--- src/rtl/mult_pkg.sv ---
// Shared types and op-decode helpers for the iterative ARM multiplier.
package mult_pkg;

    typedef enum logic [2:0] {
        MUL   = 3'd0,
        MLA   = 3'd1,
        UMULL = 3'd2,
        SMULL = 3'd3,
        UMLAL = 3'd4,
        SMLAL = 3'd5
    } mult_op_e;

    typedef enum logic [1:0] {
        IDLE  = 2'd0,
        RUN   = 2'd1,
        FIXUP = 2'd2,
        DONE  = 2'd3
    } mult_state_e;

    function automatic logic is_long(input mult_op_e op);
        return op inside {UMULL, SMULL, UMLAL, SMLAL};
    endfunction

    function automatic logic is_signed(input mult_op_e op);
        return op inside {SMULL, SMLAL};
    endfunction

    function automatic logic is_acc(input mult_op_e op);
        return op inside {MLA, UMLAL, SMLAL};
    endfunction

endpackage

--- src/rtl/mult_step.sv ---
// One shift-add iteration: folds STEP multiplier bits into the partial product.
module mult_step #(
    parameter int W2   = 64,
    parameter int STEP = 2
) (
    input  logic [W2-1:0]   mcand,
    input  logic [STEP-1:0] bits,
    input  logic [W2-1:0]   partial,
    output logic [W2-1:0]   sum
);

    // NOTE: blocking assignments here build an adder chain inside one
    // combinational evaluation; the default first keeps it latch-free.
    always_comb begin
        sum = partial;
        for (int i = 0; i < STEP; i++) begin
            if (bits[i]) sum = sum + (mcand << i);
        end
    end

endmodule

--- src/rtl/iter_multiplier.sv ---
// Multi-cycle shift-add multiplier (MUL/MLA/UMULL/SMULL/UMLAL/SMLAL) with N/Z flags.
// Define MULT_ACC_EN to build the accumulate adder; otherwise accumulate ops degrade to plain multiplies.
module iter_multiplier
    import mult_pkg::*;
#(
    parameter int WIDTH = 32,
    parameter int STEP  = 2
) (
    input  logic             clk,
    input  logic             rst,
    input  logic             in_valid,
    output logic             in_ready,
    input  logic [2:0]       op,
    input  logic [WIDTH-1:0] rm,
    input  logic [WIDTH-1:0] rs,
    input  logic [WIDTH-1:0] acc_lo,
    input  logic [WIDTH-1:0] acc_hi,
    output logic             out_valid,
    input  logic             out_ready,
    output logic [WIDTH-1:0] res_lo,
    output logic [WIDTH-1:0] res_hi,
    output logic             flag_n,
    output logic             flag_z
);

    localparam int NSTEPS = WIDTH / STEP;
    localparam int CW     = $clog2(NSTEPS + 1);
    localparam int W2     = 2 * WIDTH;

    mult_state_e      state;
    mult_op_e         op_q;
    mult_op_e         op_in;
    logic [W2-1:0]    mcand;
    logic [W2-1:0]    product;
    logic [W2-1:0]    product_next;
    logic [W2-1:0]    fixed;
    logic [W2-1:0]    acc_val;
    logic [W2-1:0]    result;
    logic [WIDTH-1:0] mplier;
    logic [WIDTH-1:0] rm_abs;
    logic [WIDTH-1:0] rs_abs;
    logic [CW-1:0]    cnt;
    logic             neg;
    logic             accept;
    logic             flag_n_d;
    logic             flag_z_d;

`ifdef MULT_ACC_EN
    logic [WIDTH-1:0] acc_lo_q;
    logic [WIDTH-1:0] acc_hi_q;
`else
    logic acc_unused;
    assign acc_unused = ^{acc_lo, acc_hi};
`endif

    assign accept = in_valid && in_ready;

    // Codes 6 and 7 fall back to MUL; signed ops run on magnitudes, and the
    // most-negative input negates to itself, which reads correctly as unsigned.
    always_comb begin
        op_in  = (op > 3'd5) ? MUL : mult_op_e'(op);
        rm_abs = (is_signed(op_in) && rm[WIDTH-1]) ? -rm : rm;
        rs_abs = (is_signed(op_in) && rs[WIDTH-1]) ? -rs : rs;
    end

    mult_step #(.W2(W2), .STEP(STEP)) u_step (
        .mcand   (mcand),
        .bits    (mplier[STEP-1:0]),
        .partial (product),
        .sum     (product_next)
    );

    always_comb begin
        fixed   = neg ? -product : product;
        acc_val = '0;
`ifdef MULT_ACC_EN
        if (is_acc(op_q)) begin
            acc_val = is_long(op_q) ? {acc_hi_q, acc_lo_q} : {{WIDTH{1'b0}}, acc_lo_q};
        end
`endif
        result = fixed + acc_val;
        if (!is_long(op_q)) result[W2-1:WIDTH] = '0;
        flag_n_d = is_long(op_q) ? result[W2-1] : result[WIDTH-1];
        flag_z_d = is_long(op_q) ? (result == '0) : (result[WIDTH-1:0] == '0);
    end

    // NOTE: datapath registers carry no reset; each one is loaded on
    // acceptance before anything reads it, so reset only touches control.
    always_ff @(posedge clk) begin
        case (state)
            IDLE: begin
                if (accept) begin
                    op_q    <= op_in;
                    mcand   <= {{WIDTH{1'b0}}, rm_abs};
                    mplier  <= rs_abs;
                    neg     <= is_signed(op_in) && (rm[WIDTH-1] ^ rs[WIDTH-1]);
                    product <= '0;
                    cnt     <= CW'(NSTEPS);
`ifdef MULT_ACC_EN
                    acc_lo_q <= acc_lo;
                    acc_hi_q <= acc_hi;
`endif
                end
            end
            RUN: begin
                product <= product_next;
                mcand   <= mcand << STEP;
                mplier  <= mplier >> STEP;
                cnt     <= cnt - CW'(1);
            end
            default: ;
        endcase
    end

    always_ff @(posedge clk) begin
        if (rst) begin
            state     <= IDLE;
            in_ready  <= 1'b1;
            out_valid <= 1'b0;
            res_lo    <= '0;
            res_hi    <= '0;
            flag_n    <= 1'b0;
            flag_z    <= 1'b0;
        end else begin
            case (state)
                IDLE: begin
                    if (accept) begin
                        in_ready <= 1'b0;
                        state    <= RUN;
                    end
                end
                RUN: begin
                    if (cnt == CW'(1)) state <= FIXUP;
                end
                FIXUP: begin
                    res_lo    <= result[WIDTH-1:0];
                    res_hi    <= result[W2-1:WIDTH];
                    flag_n    <= flag_n_d;
                    flag_z    <= flag_z_d;
                    out_valid <= 1'b1;
                    state     <= DONE;
                end
                DONE: begin
                    if (out_valid && out_ready) begin
                        out_valid <= 1'b0;
                        in_ready  <= 1'b1;
                        state     <= IDLE;
                    end
                end
                default: state <= IDLE;
            endcase
        end
    end

endmodule

--- config.mk ---
export PLATFORM = sky130hd
export DESIGN_NAME = iter_multiplier
export DESIGN_NICKNAME = d
export VERILOG_FILES = /design/src/rtl/mult_pkg.sv /design/src/rtl/mult_step.sv /design/src/rtl/iter_multiplier.sv
export SDC_FILE = /design/constraint.sdc
export NUM_CORES = 1
export LEC_CHECK = 0
export CAP_MARGIN = 0
export CORE_ASPECT_RATIO = 1.75
export CORE_MARGIN = 8
export CORE_UTILIZATION = 51
export CTS_BUF_LIST = sky130_fd_sc_hd__clkbuf_4
export DETAILED_ROUTE_END_ITERATION = 12
export PLACE_DENSITY = 0.75
export RECOVER_POWER = 50
export SYNTH_ARGS = -nofsm -noshare
export SYNTH_HDL_FRONTEND = slang
export SYNTH_SLANG_ARGS = --single-unit
--- constraint.sdc ---
create_clock -name clk -period 9.2 [get_ports clk]
set_clock_uncertainty 0.05 [all_clocks]
set_input_delay 0.92 -clock clk [delete_from_list [all_inputs] [get_ports clk]]
set_output_delay 0.92 -clock clk [all_outputs]
set_load 0.005 [all_outputs]
---- Word level (Yosys, flattened, before mapping) ----
Cells that the tools add are included.
operators by class
  bitwise operators ....................... 1
  equal/unequal tests ..................... 13
  shifts and indexed selects .............. 0
  divide/modulo/power cells ............... 0
  $add $sub $neg .......................... 6
  order comparisons ....................... 1
  reduce and logical (&&, ||, !) cells .... 18
  multiplexer cells ....................... 26
  multiply operators ...................... 0
operator list
  cell                                                 number
  2-to-1 mux 64 bit                                    5
  one-hot mux 64 bit (2 select lines)                  2
  adder 64 bit                                         2
  2-to-1 mux 32 bit                                    4
  zero test 64 bit                                     1
  negator 32 bit                                       2
  negator 64 bit                                       1
  one-hot mux 32 bit (2 select lines)                  1
  zero test 32 bit                                     1
  one-hot mux 5 bit (2 select lines)                   1
  equality test 3 x 2 -> 1 bit, second input constant  3
  equality test 3 bit, second input constant           3
  one-hot mux 2 bit (4 select lines)                   1
  nonzero test 2 bit                                   4
  2-to-1 mux 2 bit                                     3
  inequality test 2 bit, second input constant         3
  AND reduction 2 bit                                  3
  AND reduction 3 bit                                  2
  equality test 5 x 1 -> 1 bit, second input constant  1
  logical AND 1 bit                                    5
  2-to-1 mux 1 bit                                     5
  2-to-1 mux 5 bit                                     1
  subtractor 5 x 1 -> 5 bit, second input constant     1
  equality test 2 bit, second input constant           2
  other kinds (7)                                      8
storage, ports and cells
  register bits ........................... 239
  word-level logic and storage cells ...... 78
  RAM bits ................................ 0
  bits in latches ......................... 0
  memories ................................ 0
  output and inout bits ................... 68
  memory bits (read-only) ................. 0

---- Depth between registers and ports, before layout ----
  depth in word-level cells ............... 8
  gate-level depth with buffers ........... 27

---- By module ----
From an unflattened synthesis, not the netlist that was laid out.
second synthesis, totals
  cells, all modules ...................... 2470
  area, all modules ....................... 21109.0 µm²
by module, submodules not included
  module           instances  sequential area each (µm²)  cells each  area an instance (µm²)
  iter_multiplier  1          6446.2                      1218        12374.4
  mult_step        1          0.0                         1252        8734.6

---- Worst setup path before layout ----
Ideal clock, no wire load.
  path kind ............................... register to register
  start point ............................. register state[1]
  end point ............................... register cnt[0] (enable)
  period minus slack after synthesis ...... 9.688 ns
  cell stages (with the launch flop) ...... 8
  arrival ................................. 8.913 ns
  setup slack ............................. -0.488 ns
  library setup time ...................... 0.725 ns
  cells stage by stage .................... dfxtp_1 -> inv_1 -> ha_1 -> clkbuf_1 -> inv_1 -> clkbuf_1 -> buf_1 -> o21bai_1
between the ends
  word-level cells in the longest chain between the ends .. 3
  elaborated cells between the ends (all ways) .. 5
  those cells by class .................... 2 x eq/ne; 3 x reduce/logical
RTL lines
  what                                                                          line                    RTL
  start: declaration                                                            iter_multiplier.sv:30   mult_state_e state;
  start signal: assignment                                                      iter_multiplier.sv:117  state <= IDLE;
  start signal: assignment                                                      iter_multiplier.sv:129  state <= RUN;
  start signal: assignment                                                      iter_multiplier.sv:133  if (cnt == CW'(1)) state <= FIXUP;
  equality test 2 x 1 -> 1 bit / zero test 2 bit (equally long branches)        iter_multiplier.sv:90   case (state)
  nonzero test 2 bit (no line) / inequality test 2 bit (equally long branches)  --
  AND reduction 2 bit (no line) *                                               --
  end signal: assignment                                                        iter_multiplier.sv:98   cnt <= CW'(NSTEPS);
  end signal: assignment                                                        iter_multiplier.sv:109  cnt <= cnt - CW'(1);
  end: declaration                                                              iter_multiplier.sv:42   logic [CW-1:0] cnt;
Mark *: on every way between the ends. The rest lies on a longest branch, timed or not.
A chain may end at the register's enable or synchronous reset.

---- Worst setup path after layout ----
  start point ............................. register mcand[0]
  end point ............................... register product[60] (data pin)
between the ends
  word-level cells in the longest chain between the ends .. 5
RTL lines
  what                                   line                    RTL
  start: declaration                     iter_multiplier.sv:33   logic [W2-1:0] mcand;
  start signal: assignment               iter_multiplier.sv:94   mcand <= {{WIDTH{1'b0}}, rm_abs};
  start signal: assignment               iter_multiplier.sv:107  mcand <= mcand << STEP;
  adder 64 bit                           mult_step.sv:17         if (bits[i]) sum = sum + (mcand << i);
  2-to-1 mux 64 bit                      mult_step.sv:17
  adder 64 bit                           mult_step.sv:17
  2-to-1 mux 64 bit *                    mult_step.sv:17
  one-hot mux 64 bit (2 select lines) *  iter_multiplier.sv:90
  end signal: assignment                 iter_multiplier.sv:106  product <= product_next;
  end: declaration                       iter_multiplier.sv:34   logic [W2-1:0] product;
Marks and branches as above.

==> summary.txt <==
Flow run
  • Max-Cap Viols: 6

Placed design
  • Post-DP Area: about 22000 um^2
  • IO buf count: between 100 and 150
  • Post-DP HPWL: 51890 um
  • Routability-driven placement congestion ratio: 0.9935

CTS
  • Post-cts repair resize count: 0
  • Clk buf depth: 3
  • Clock slew at reported path FFs: 0.07 ns
  • H-Tree Depth: 2
  • Post-CTS setup buffer count: 0
  • Hold_buf cts: 0
  • Clock Tree Root: clkbuf_4
  • Worst skew pair latency: 0.77 ns
  • # clock sinks: ~240
  • CTS tree: yes
  • CTS Buf Count: 57

Yosys
  • Avg Inst Size Synth: ~8.4 um^2
  • Largest family of logic cells by synthesized area: compound AO/OA/AOI/OAI gates
  • Synth async-reset ratio: 0
  • Yosys reg bits: roughly 240
  • Post-Synthesis Cells: 2402
  • Main synth FF type: edfxtp_1
  • Synth Area in Simple Gates: 0.1825
  • YS warnings: 0
  • Yosys top cell area share: 0.2491
  • Post-synthesis compound-gate area fraction: 0.2268
  • Yosys cell types: slightly below 80
  • Most common cell in the netlist: nand2_1
  • Cell type with the largest total area after synthesis: edfxtp_1
  • Largest cells by area after synthesis: edfxtp_1 25%, ha_1 8.9%, dfxtp_1 6.9%, xnor2_1 5.4%, nand2_1 4.9%
  • Syn Std Cell Area: just over 20000 um^2
  • Post-Synth Adder-Cell Area: 0.09095
  • Synthesized Nets: 2683
  • Sequential element share of the synthesized area: 0.3183
  • Mux cell area share after synthesis: 0.04350
  • Number of synthesized flops with an enable pin: 168
  • Synth Area in XOR/XNOR: 0.1029
  • Top post-synthesis cells by count: 264 x nand2_1, 229 x nor2_1, 192 x a21oi_1, 172 x o21ai_0, 168 x edfxtp_1

Floorplan
  • Core area: slightly below 40000 um^2
  • IO Pins: about 200
  • Die width: 166.6 um
  • Die Area: about 47000 um^2
  • Die height: 279.6 um
  • Placement Rows: between 90 and 100
  • Initial Utilization: 0.5172

STA
  • Max frequency: roughly 140 MHz
  • Setup violations, final: 0
  • Crit share post-route: 0.7883
  • RSZ-0062 raised after global routing: no
  • Fin. max-slew vios: around 410
  • Endpoints failing hold: 0
  • Fin Setup TNS: 0 ns
  • Crit path time final: between 7 and 8 ns
  • Slew HR: -1.510
  • Worst Tran Pin Value: about 3.8 ns

Worst setup path
  • CP startpoint kind: register
  • WP data arrival: a little under 8 ns
  • Crit Path Category: reg -> reg
  • RR Startpoint: mcand[0]
  • Critical Path Source: mcand[0]
  • Required @ worst endpoint: approximately 9.6 ns
  • Crit Path Max Fanout: 6
  • Worst setup EP type: register

Global route
  • Vias in the first global route: between 15000 and 20000
  • Total track usage: 0.2789
  • Grt ovf: 0
  • Initial antenna violation count: 1
  • First-pass GRT wire length: approximately 100000 um
  • Largest net degree at the start of global routing: 109

Cells and area
  • Area Growth Syn to Fin: 11.52%
  • # nets final: around 2800
  • Core Util, Final: 0.5768
  • Register area: between 6000 and 7000 um^2
  • Layout cells sized above 1: 0.07163
  • Fillers: 3623
  • Multi-input gate area: 13100 um^2
  • Design Area, Final: between 20000 and 25000 um^2

Outcome
  • Outcome: finished, violations left
  • Failing checks: max-capacitance violations, max-slew violations

Route
  • WL final: about 67000 um
  • Initial DRC Count: 1024
  • Routed via count: ~19000
  • Initial DRT Pass Iterations: 7
  • Post-route DRC: 0
  • Routed len/inst: 22.08 um
  • Vias/cell: a little over 6
  • ANT nets after route: 0

Hold path
  • Hold Crit Class: reg -> reg
  • Hold Path Origin: res_lo[18]
[critical path, cell delays in order (launching register included)]
cell	delay, ns
edfxtp_1	0.44
ha_1	0.22
inv_1	0.06
fa_1	0.41
nor2b_1	0.16
o211ai_1	0.14
o21ba_2	0.27
a21oi_1	0.39
a21oi_1	0.25
o21ai_0	0.20
buf_4	0.18
a21oi_1	0.15
o21ai_0	0.26
a21oi_1	0.12
xnor2_1	0.13
mux2_2	0.29
ha_1	0.42
inv_1	0.14
o21bai_1	0.08
a21oi_1	0.25
o21ai_0	0.26
a221o_1	0.40
a221oi_1	0.31
nand2_1	0.17
a21o_1	0.25
o22a_1	0.27
a311oi_1	0.52
o221ai_1	0.20
[metal layers]
metal | global-route usage | share of wire
met1 | 0.2540 | 0.34
met2 | 0.5410 | 0.53
met3 | 0.03369 | 0.038
met4 | 0.2353 | 0.093
met5 | 0 | 0
[kinds of logic after synthesis]
logic type | after synthesis
AND/OR/NAND/NOR | 792
buffers and inverters | 188
adder cells (fa/ha/maj) | 146
flip-flops | 238
XOR/XNOR | 238
AO/OA/AOI/OAI | 719
multiplexers | 81
[layout by cell type (no fill, tap or decap), types with 55 or more instances in the layout]
master           Yosys  final
ha_1               144    144
mux2_2              56     56
dlygate4sd3_1        0     64
xnor2_1            126    125
a21oi_1            192    192
a21o_1              80     80
xor2_1             112    112
nor2_1             229    229
o21ai_0            172    172
inv_1               55     55
dfxtp_1             70     70
clkbuf_4             0     81
a211oi_1            59     59
nand2_1            264    264
edfxtp_1           168    168
clkdlybuf4s50_1      0     73
[registers in the layout, summed over array words and instances (netlist names)]
register	flops
flag_n	1
cnt	5
out_valid	1
res_hi	32
product	64
in_ready	1
res_lo	32
neg	1
flag_z	1
mcand	64
mplier	32
state	2
op_q	2
[layout make-up]
class                   count  area share
multi-input cells        1976      0.5802
flip-flops and latches    238      0.2854
repair buffers            152     0.06460
well taps                 490     0.02715
clock buffers              81     0.02693
inverters                  55    0.009141
clock inverters            25    0.006150
diodes                      4   0.0004432
[final timing paths]
check | end | slack [ns] | cells past startpoint
setup / recovery | product[60] | 1.95 | 27
hold / removal | res_lo[18] | 0.43 | 2
setup reg to reg | product[60] | 1.95 | 27
hold reg to reg | res_lo[18] | 0.43 | 2
[stage by stage]
step / hold WS [ns] / setup slack [ns] / instances
6_report: 0.4342 / 1.948 / 3021
5_1_grt: 0.4491 / 1.559 / 3021
4_1_cts: 0.4394 / 2.059 / 3017
3_5_place_dp: 0.4118 / 2.057 / 2911
3_3_place_gp: 0.4096 / 2.074 / 2911
2_1_floorplan: 0.4118 / 3.049 / 2402
Power is not shown: default switching activity piles up to over one toggle a cycle in this logic, so the estimate is an artifact.
